<file path="src/rtl/alu_share_arbiter.sv">
// alu_share_arbiter: shares one combinational ALU between two requesters.
// The IDLE -> EXEC -> RESP sequence captures the winning request's operands
// into registers that drive the ALU. It then samples the ALU result and zero
// flag, and returns them over a valid/ready handshake to the granted requester.
// Optional build macro ALU_ARB_FIXED_PRIO_EN: requester 0 always wins a tie
// (fixed priority). When undefined, ties alternate round-robin.
module alu_share_arbiter #(
  parameter int DATA_WIDTH = 32,
  parameter int OP_WIDTH   = 4
) (
  input  logic                    clk,
  input  logic                    reset,
  input  logic [1:0]              req_valid_i,
  output logic [1:0]              req_ready_o,
  input  logic [2*OP_WIDTH-1:0]   req_op_i,
  input  logic [2*DATA_WIDTH-1:0] req_a_i,
  input  logic [2*DATA_WIDTH-1:0] req_b_i,
  input  logic [9:0]              req_shamt_i,
  input  logic [31:0]             req_imm_i,
  output logic [1:0]              rsp_valid_o,
  input  logic [1:0]              rsp_ready_i,
  output logic [DATA_WIDTH-1:0]   rsp_data_o,
  output logic                    rsp_zero_o,
  output logic                    busy_o,
  output logic [OP_WIDTH-1:0]     alu_operation_o,
  output logic [DATA_WIDTH-1:0]   alu_a_o,
  output logic [DATA_WIDTH-1:0]   alu_b_o,
  output logic [4:0]              alu_shamt_o,
  output logic [15:0]             alu_imm_o,
  input  logic [DATA_WIDTH-1:0]   alu_data_i,
  input  logic                    alu_zero_i
);

  typedef enum logic [1:0] {IDLE, EXEC, RESP} state_t;

  state_t state_q, state_d;
  logic   grant_q;
  logic   winner;
  logic   accept;
  logic   rsp_done;

`ifndef ALU_ARB_FIXED_PRIO_EN
  logic   last_grant_q;
`endif

  // Operand fields of the current arbitration winner.
  logic [OP_WIDTH-1:0]   op_sel;
  logic [DATA_WIDTH-1:0] a_sel;
  logic [DATA_WIDTH-1:0] b_sel;
  logic [4:0]            shamt_sel;
  logic [15:0]           imm_sel;

  assign op_sel    = winner ? req_op_i[2*OP_WIDTH-1:OP_WIDTH]     : req_op_i[OP_WIDTH-1:0];
  assign a_sel     = winner ? req_a_i[2*DATA_WIDTH-1:DATA_WIDTH]  : req_a_i[DATA_WIDTH-1:0];
  assign b_sel     = winner ? req_b_i[2*DATA_WIDTH-1:DATA_WIDTH]  : req_b_i[DATA_WIDTH-1:0];
  assign shamt_sel = winner ? req_shamt_i[9:5]                    : req_shamt_i[4:0];
  assign imm_sel   = winner ? req_imm_i[31:16]                    : req_imm_i[15:0];

  // The response completes only on the granted requester's ready; the other ready is ignored.
  assign rsp_done = (state_q == RESP) && rsp_ready_i[grant_q];

  // Winner selection: a lone valid requester wins; a tie goes by priority policy.
  always_comb begin
    winner = req_valid_i[1] & ~req_valid_i[0];
    if (&req_valid_i) begin
`ifdef ALU_ARB_FIXED_PRIO_EN
      winner = 1'b0;
`else
      winner = ~last_grant_q;
`endif
    end
  end

  // Next-state logic and the combinational request accept.
  always_comb begin
    state_d     = state_q;
    req_ready_o = 2'b00;
    accept      = 1'b0;
    case (state_q)
      IDLE: begin
        if (|req_valid_i) begin
          accept      = 1'b1;
          req_ready_o = winner ? 2'b10 : 2'b01;
          state_d     = EXEC;
        end
      end
      EXEC:    state_d = RESP;
      RESP:    if (rsp_done) state_d = IDLE;
      default: state_d = IDLE;
    endcase
  end

  // FSM state register.
  always_ff @(posedge clk or negedge reset) begin
    if (!reset) state_q <= IDLE;
    else        state_q <= state_d;
  end

  // Control: grant bookkeeping, response valid and busy.
  always_ff @(posedge clk or negedge reset) begin
    if (!reset) begin
      grant_q      <= 1'b0;
`ifndef ALU_ARB_FIXED_PRIO_EN
      last_grant_q <= 1'b1;
`endif
      rsp_valid_o  <= 2'b00;
      busy_o       <= 1'b0;
    end else begin
      busy_o <= (state_d != IDLE);
      if (accept) grant_q <= winner;
      if (state_q == EXEC) rsp_valid_o <= grant_q ? 2'b10 : 2'b01;
      if (rsp_done) begin
        rsp_valid_o  <= 2'b00;
`ifndef ALU_ARB_FIXED_PRIO_EN
        last_grant_q <= grant_q;
`endif
      end
    end
  end

  // Data: ALU operand registers and the sampled ALU result.
  always_ff @(posedge clk or negedge reset) begin
    if (!reset) begin
      alu_operation_o <= '0;
      alu_a_o         <= '0;
      alu_b_o         <= '0;
      alu_shamt_o     <= '0;
      alu_imm_o       <= '0;
      rsp_data_o      <= '0;
      rsp_zero_o      <= 1'b0;
    end else begin
      if (accept) begin
        alu_operation_o <= op_sel;
        alu_a_o         <= a_sel;
        alu_b_o         <= b_sel;
        alu_shamt_o     <= shamt_sel;
        alu_imm_o       <= imm_sel;
      end else if (rsp_done) begin
        alu_operation_o <= '0;
        alu_a_o         <= '0;
        alu_b_o         <= '0;
        alu_shamt_o     <= '0;
        alu_imm_o       <= '0;
      end
      if (state_q == EXEC) begin
        rsp_data_o <= alu_data_i;
        rsp_zero_o <= alu_zero_i;
      end
    end
  end

endmodule

</file>
<file path="config.mk">
export PLATFORM = sky130hd
export DESIGN_NAME = alu_share_arbiter
export DESIGN_NICKNAME = d
export VERILOG_FILES = /design/src/rtl/alu_share_arbiter.sv
export SDC_FILE = /design/constraint.sdc
export NUM_CORES = 1
export LEC_CHECK = 0
export ABC_AREA = 1
export CAP_MARGIN = 20
export CORE_ASPECT_RATIO = 0.7
export CORE_MARGIN = 2
export CORE_UTILIZATION = 35
export DETAILED_ROUTE_END_ITERATION = 12
export PLACE_DENSITY = 0.73
export SKIP_LAST_GASP = 1
export SLEW_MARGIN = 40
export SYNTH_ARGS = -nofsm -noshare
export SYNTH_HDL_FRONTEND = slang
export SYNTH_SLANG_ARGS = --single-unit
</file>
<file path="constraint.sdc">
create_clock -name clk -period 1.45 [get_ports clk]
set_input_delay 0.145 -clock clk [delete_from_list [all_inputs] [get_ports clk]]
set_output_delay 0.145 -clock clk [all_outputs]
set_load 0.01 [all_outputs]
</file>
* Word-level counts from Yosys, hierarchy flattened *
Index checks and enable logic that the tools add are counted.

word-level totals
  register bits after elaboration = 129
  input bits = 217

cells by class
  magnitude comparators = 1
  eq/ne operators = 2
  mux-type cells = 28
  bitwise logic cells = 3
  reductions and logical operators = 7

operators by type and width
  cell                                                count
  2-to-1 mux 32 bit                                   5
  2-to-1 mux 16 bit                                   3
  2-to-1 mux 2 bit                                    8
  2-to-1 mux 5 bit                                    3
  2-to-1 mux 4 bit                                    3
  case mux 2 bit (3 select lines)                     1
  nonzero test 2 bit                                  3
  2-to-1 mux 1 bit                                    5
  == test 2 x 1 -> 1 bit, second input constant       1
  == test 2 bit, second input constant                1
  logical NOT 2 bit                                   1
  < comparator 1 x 2 -> 1 bit, second input constant  1
  NOT 1 bit                                           2
  AND reduction 2 bit                                 1
  OR reduction 2 bit                                  1
  AND 1 bit                                           1
  logical AND 1 bit                                   1

* Depth between registers and ports, before layout *
  depth in word-level cells = 6
  depth in mapped cells = 8
  depth with buffers taken out = 6

* Worst setup path after synthesis *
No wires, ideal clock.

  path type = register to output
  start point = register state_q[0]
  end point = output req_ready_o[0]
  data arrival time = 1.214 ns
  data required time = 1.305 ns
  path slack = 0.091 ns
  stages on the path, launching flop included = 6
  cells stage by stage = dfrtp_1 > buf_4 > nor2_1 > o21ai_4 > buf_6 > a21oi_1

on the way
  longest elaborated chain between the ends = 2

RTL lines
  item                    RTL line  text
  from (decl)             36        state_t state_q, state_d;
  from (signal assigned)  96        else state_q <= state_d;
  logical NOT 2 bit       79        case (state_q)
  2-to-1 mux 2 bit        79
  to (decl)               14        output logic [1:0] req_ready_o,

Every way passes these cells.

* Worst setup path after layout *
  start point = register last_grant_q
  end point = output req_ready_o[0]

on the way
  longest elaborated chain between the ends = 5

RTL lines
  item                    RTL line  text
  from (decl)             43        logic last_grant_q;
  from (signal assigned)  115       last_grant_q <= grant_q;
  NOT 1 bit               69        winner = ~last_grant_q;
  2-to-1 mux 1 bit        65        if (&req_valid_i) begin
  2-to-1 mux 2 bit        83        req_ready_o = winner ? 2'b10 : 2'b01;
  2-to-1 mux 2 bit        81        if (|req_valid_i) begin
  2-to-1 mux 2 bit        79

Every way passes these cells.

==> impl_results.md <==
- P_leak: 0.006001 uW
- Num CTS Buffers: 17
- Clock tree buffer depth: 2
- Die span in x: 166.1 um
- Max-cap viol count: 0
- Setup TNS: -697.7 ps
- Worst-margin pin slew: 589.8 ps
- Cell row count: 41
- Critical path origin: last_grant_q
- Startpoint Class: register
- Critical Path Fanout Max: 4
- WL/cell: 16.91 um
- Layout cells sized above 1: 0.1111
- Final Skew: 7.616 ps
- Seq/Total Area, Yosys: 0.5017
- CTS sink cnt: 129
- Full die area: 0.01951 mm2
- Register-to-register setup slack: -40 ps
- Initial DRC Count: 447
- Antenna cells: 0
- Synth area leaders: dfrtp_1, nand2_1, nand3_1
- Crit path kind: reg -> out
- Die height: 117.5 um
- Met2 usage: 0.3849
- Core area: 0.01801 mm2
- Netlist cell types: 19
- Post-Synthesis Cells: 860
- CP max stage delay: 570 ps
- Final Non-Filler Cells: 1451
- Time the worst path needs with I/O delays and setup: 1512 ps
- Largest net degree at the start of global routing: 71
- Grt met3 use: 0.06120
- Met1 GRT Util: 0.2964
- Setup WS post-layout: -61.97 ps
- First-pass GRT wire length: 35.80 mm
- Top cells by count, synth: nand2_1, nand3_1, dfrtp_1
- DRC: 0
- Fin util: 0.6260
- Worst path arrival time: 1370 ps
- Initial antenna violation count: 0
- Fillers: 1602
- Max rail drop VDD: 0.0008637 V
- Final Hold Vio Count: 0
- WP data required: 1310 ps
- Synthesized area: 0.006436 mm2
- Status: finished, violations left
- Failing checks: setup timing
- Max_slew headroom: 0.6068
- #FFs+latches synth: 129
- Post-synth top area cell: dfrtp_1
- Max frequency: 0.6614 GHz
- Fraction of registers with async set/reset: 1.000
- Vias in the first global route: 6583
- Power density over the cells: 1867 mW/mm2
- Final ANT Viol Nets: 0
- Ys Warns: 0
- Initial core utilization: 0.3574
- CTS H-tree depth: 4
- Count leader, synth: nand2_1
- # port buffers: 343
- Worst-path clk slew: 60 ps
- Worst hold path class: in -> async
- Vias per inst: 4.925
- Crit path cell chain: nand2_4, a21oi_4, buf_6
- Launch instance of the worst register-to-register path: last_grant_q
- Main synth FF type: dfrtp_1
- Clock root buffer master: clkbuf_16
- Dpl cells: 1402
- Top-area cell type share of the netlist area: 0.4977
- Final Slew Violations: 0
- Net Count, Synth: 1077
- Setup violators final: 42
- TritonCTS clock tree: built
- GP Congestion: 0.8126
- Reg2reg path depth: 9
- Vias: 7146
- TritonRoute pass-1 iters: 6
- Remaining Overflow, GRT: 0
- Slowest CP cell: dfstp_2
- DRT Wirelength: 24.54 mm
- Layout net count: 1419
- Most used routing layer: met2
- Reg2reg end: alu_b_o[5]
- Post-synth EDFFs: 0
- GRT Total Usage: 0.2295
- Syn avg cell area: 7.484 um2
- I/O pin cnt: 344
- Hpwl dp: 15.83 mm
- Worst setup EP type: output pin
- Synth-to-Final Area Change: 75.14%
- Worst skew pair latency: 410 ps
- Unrepaired setup endpoints after global routing: yes
- Period utilisation layout: 1.043
-- cell usage in the layout (no fill, tap or decap), types with 3 or more instances in the layout --
cell	Yosys	layout
bufinv_16	0	3
inv_6	0	5
nand2_2	2	35
nand3_1	216	215
buf_4	5	12
clkinvlp_4	0	3
clkbuf_16	0	25
dfrtp_1	128	128
nand2_1	422	378
nand2_4	1	12
dlymetal6s2s_1	0	10
inv_1	9	9
buf_16	0	7
nand3b_1	5	5
clkdlybuf4s50_1	0	214
dlygate4sd2_1	0	115
buf_6	9	9
buf_12	0	11
-- critical path: cells and delay by family (launching register included) --
family | cells | cell delay, ps
flip-flops | 1 | 570
AO/OA/AOI/OAI | 1 | 170
buffers and inverters | 1 | 120
AND/OR/NAND/NOR | 1 | 90
-- cell families after synthesis --
kind of cell	Yosys count	share of synthesized area
and+or+nand+nor	651	0.4281
DFF	129	0.5018
buffers and inverters	76	0.06493
AOI/OAI and AO/OA	4	0.005248
-- registers in the layout (all words and copies together), names as in the netlist --
name,cells
rsp_zero_o,1
alu_operation_o,4
rsp_valid_o,2
alu_imm_o,16
rsp_data_o,32
grant_q,1
busy_o,1
alu_a_o,32
last_grant_q,1
state_q,2
alu_b_o,32
alu_shamt_o,5
-- per-layer routing --
metal / share of wire / up-vias
met5: 0 / -
met4: 0.013 / 0
met3: 0.063 / 28
met2: 0.48 / 260
met1: 0.44 / 3403
li1: - / 3455
-- final cells by class --
type,instances,area [um2],area share
Sequential cell,129,3229,0.2865
Timing Repair Buffer,390,4124,0.3659
Clock buffer,19,442.9,0.03929
Tap cell,236,295.3,0.02620
Clock inverter,13,173.9,0.01543
Inverter,9,33.78,0.002997
Multi-Input combinational cell,655,2973,0.2637
-- worst max path at each step --
stage / to / slack, ps / cells past startpoint
floorplan: req_ready_o[0] / 90 / 5
global placement: req_ready_o[0] / -370 / 4
detailed placement: req_ready_o[0] / -370 / 4
CTS: req_ready_o[0] / -80 / 3
global route: alu_imm_o[2] / -100 / 9
finish: req_ready_o[0] / -60 / 3
-- report_power, final --
part	internal (uW)	switching (uW)
clock	2780	1720
sequential	5290	856
combinational	4700	5690
-- metrics by stage --
step | cell area, um2 | total power, uW | hold slack, ps | setup slack, ps
2_1_floorplan | 6436 | 11080 | -150.6 | 90.61
3_3_place_gp | 10170 | 16360 | 39.01 | -367.5
3_5_place_dp | 10170 | 16520 | 41.05 | -366.7
4_1_cts | 10780 | 20160 | 165.0 | -80.64
5_1_grt | 11270 | 22370 | 184.2 | -102.8
6_report | 11270 | 21040 | 160.9 | -61.97
-- repair_timing --
action,CTS,global route
hold buffers,1,0
gates resized for setup,132,82
endpoints found under the setup margin,207,139
hold endpoints to repair,128,0
buffers inserted,2,1
pin swaps,2,21
gates cloned,3,11
No activity file was read; power rests on OpenSTA's default activity.
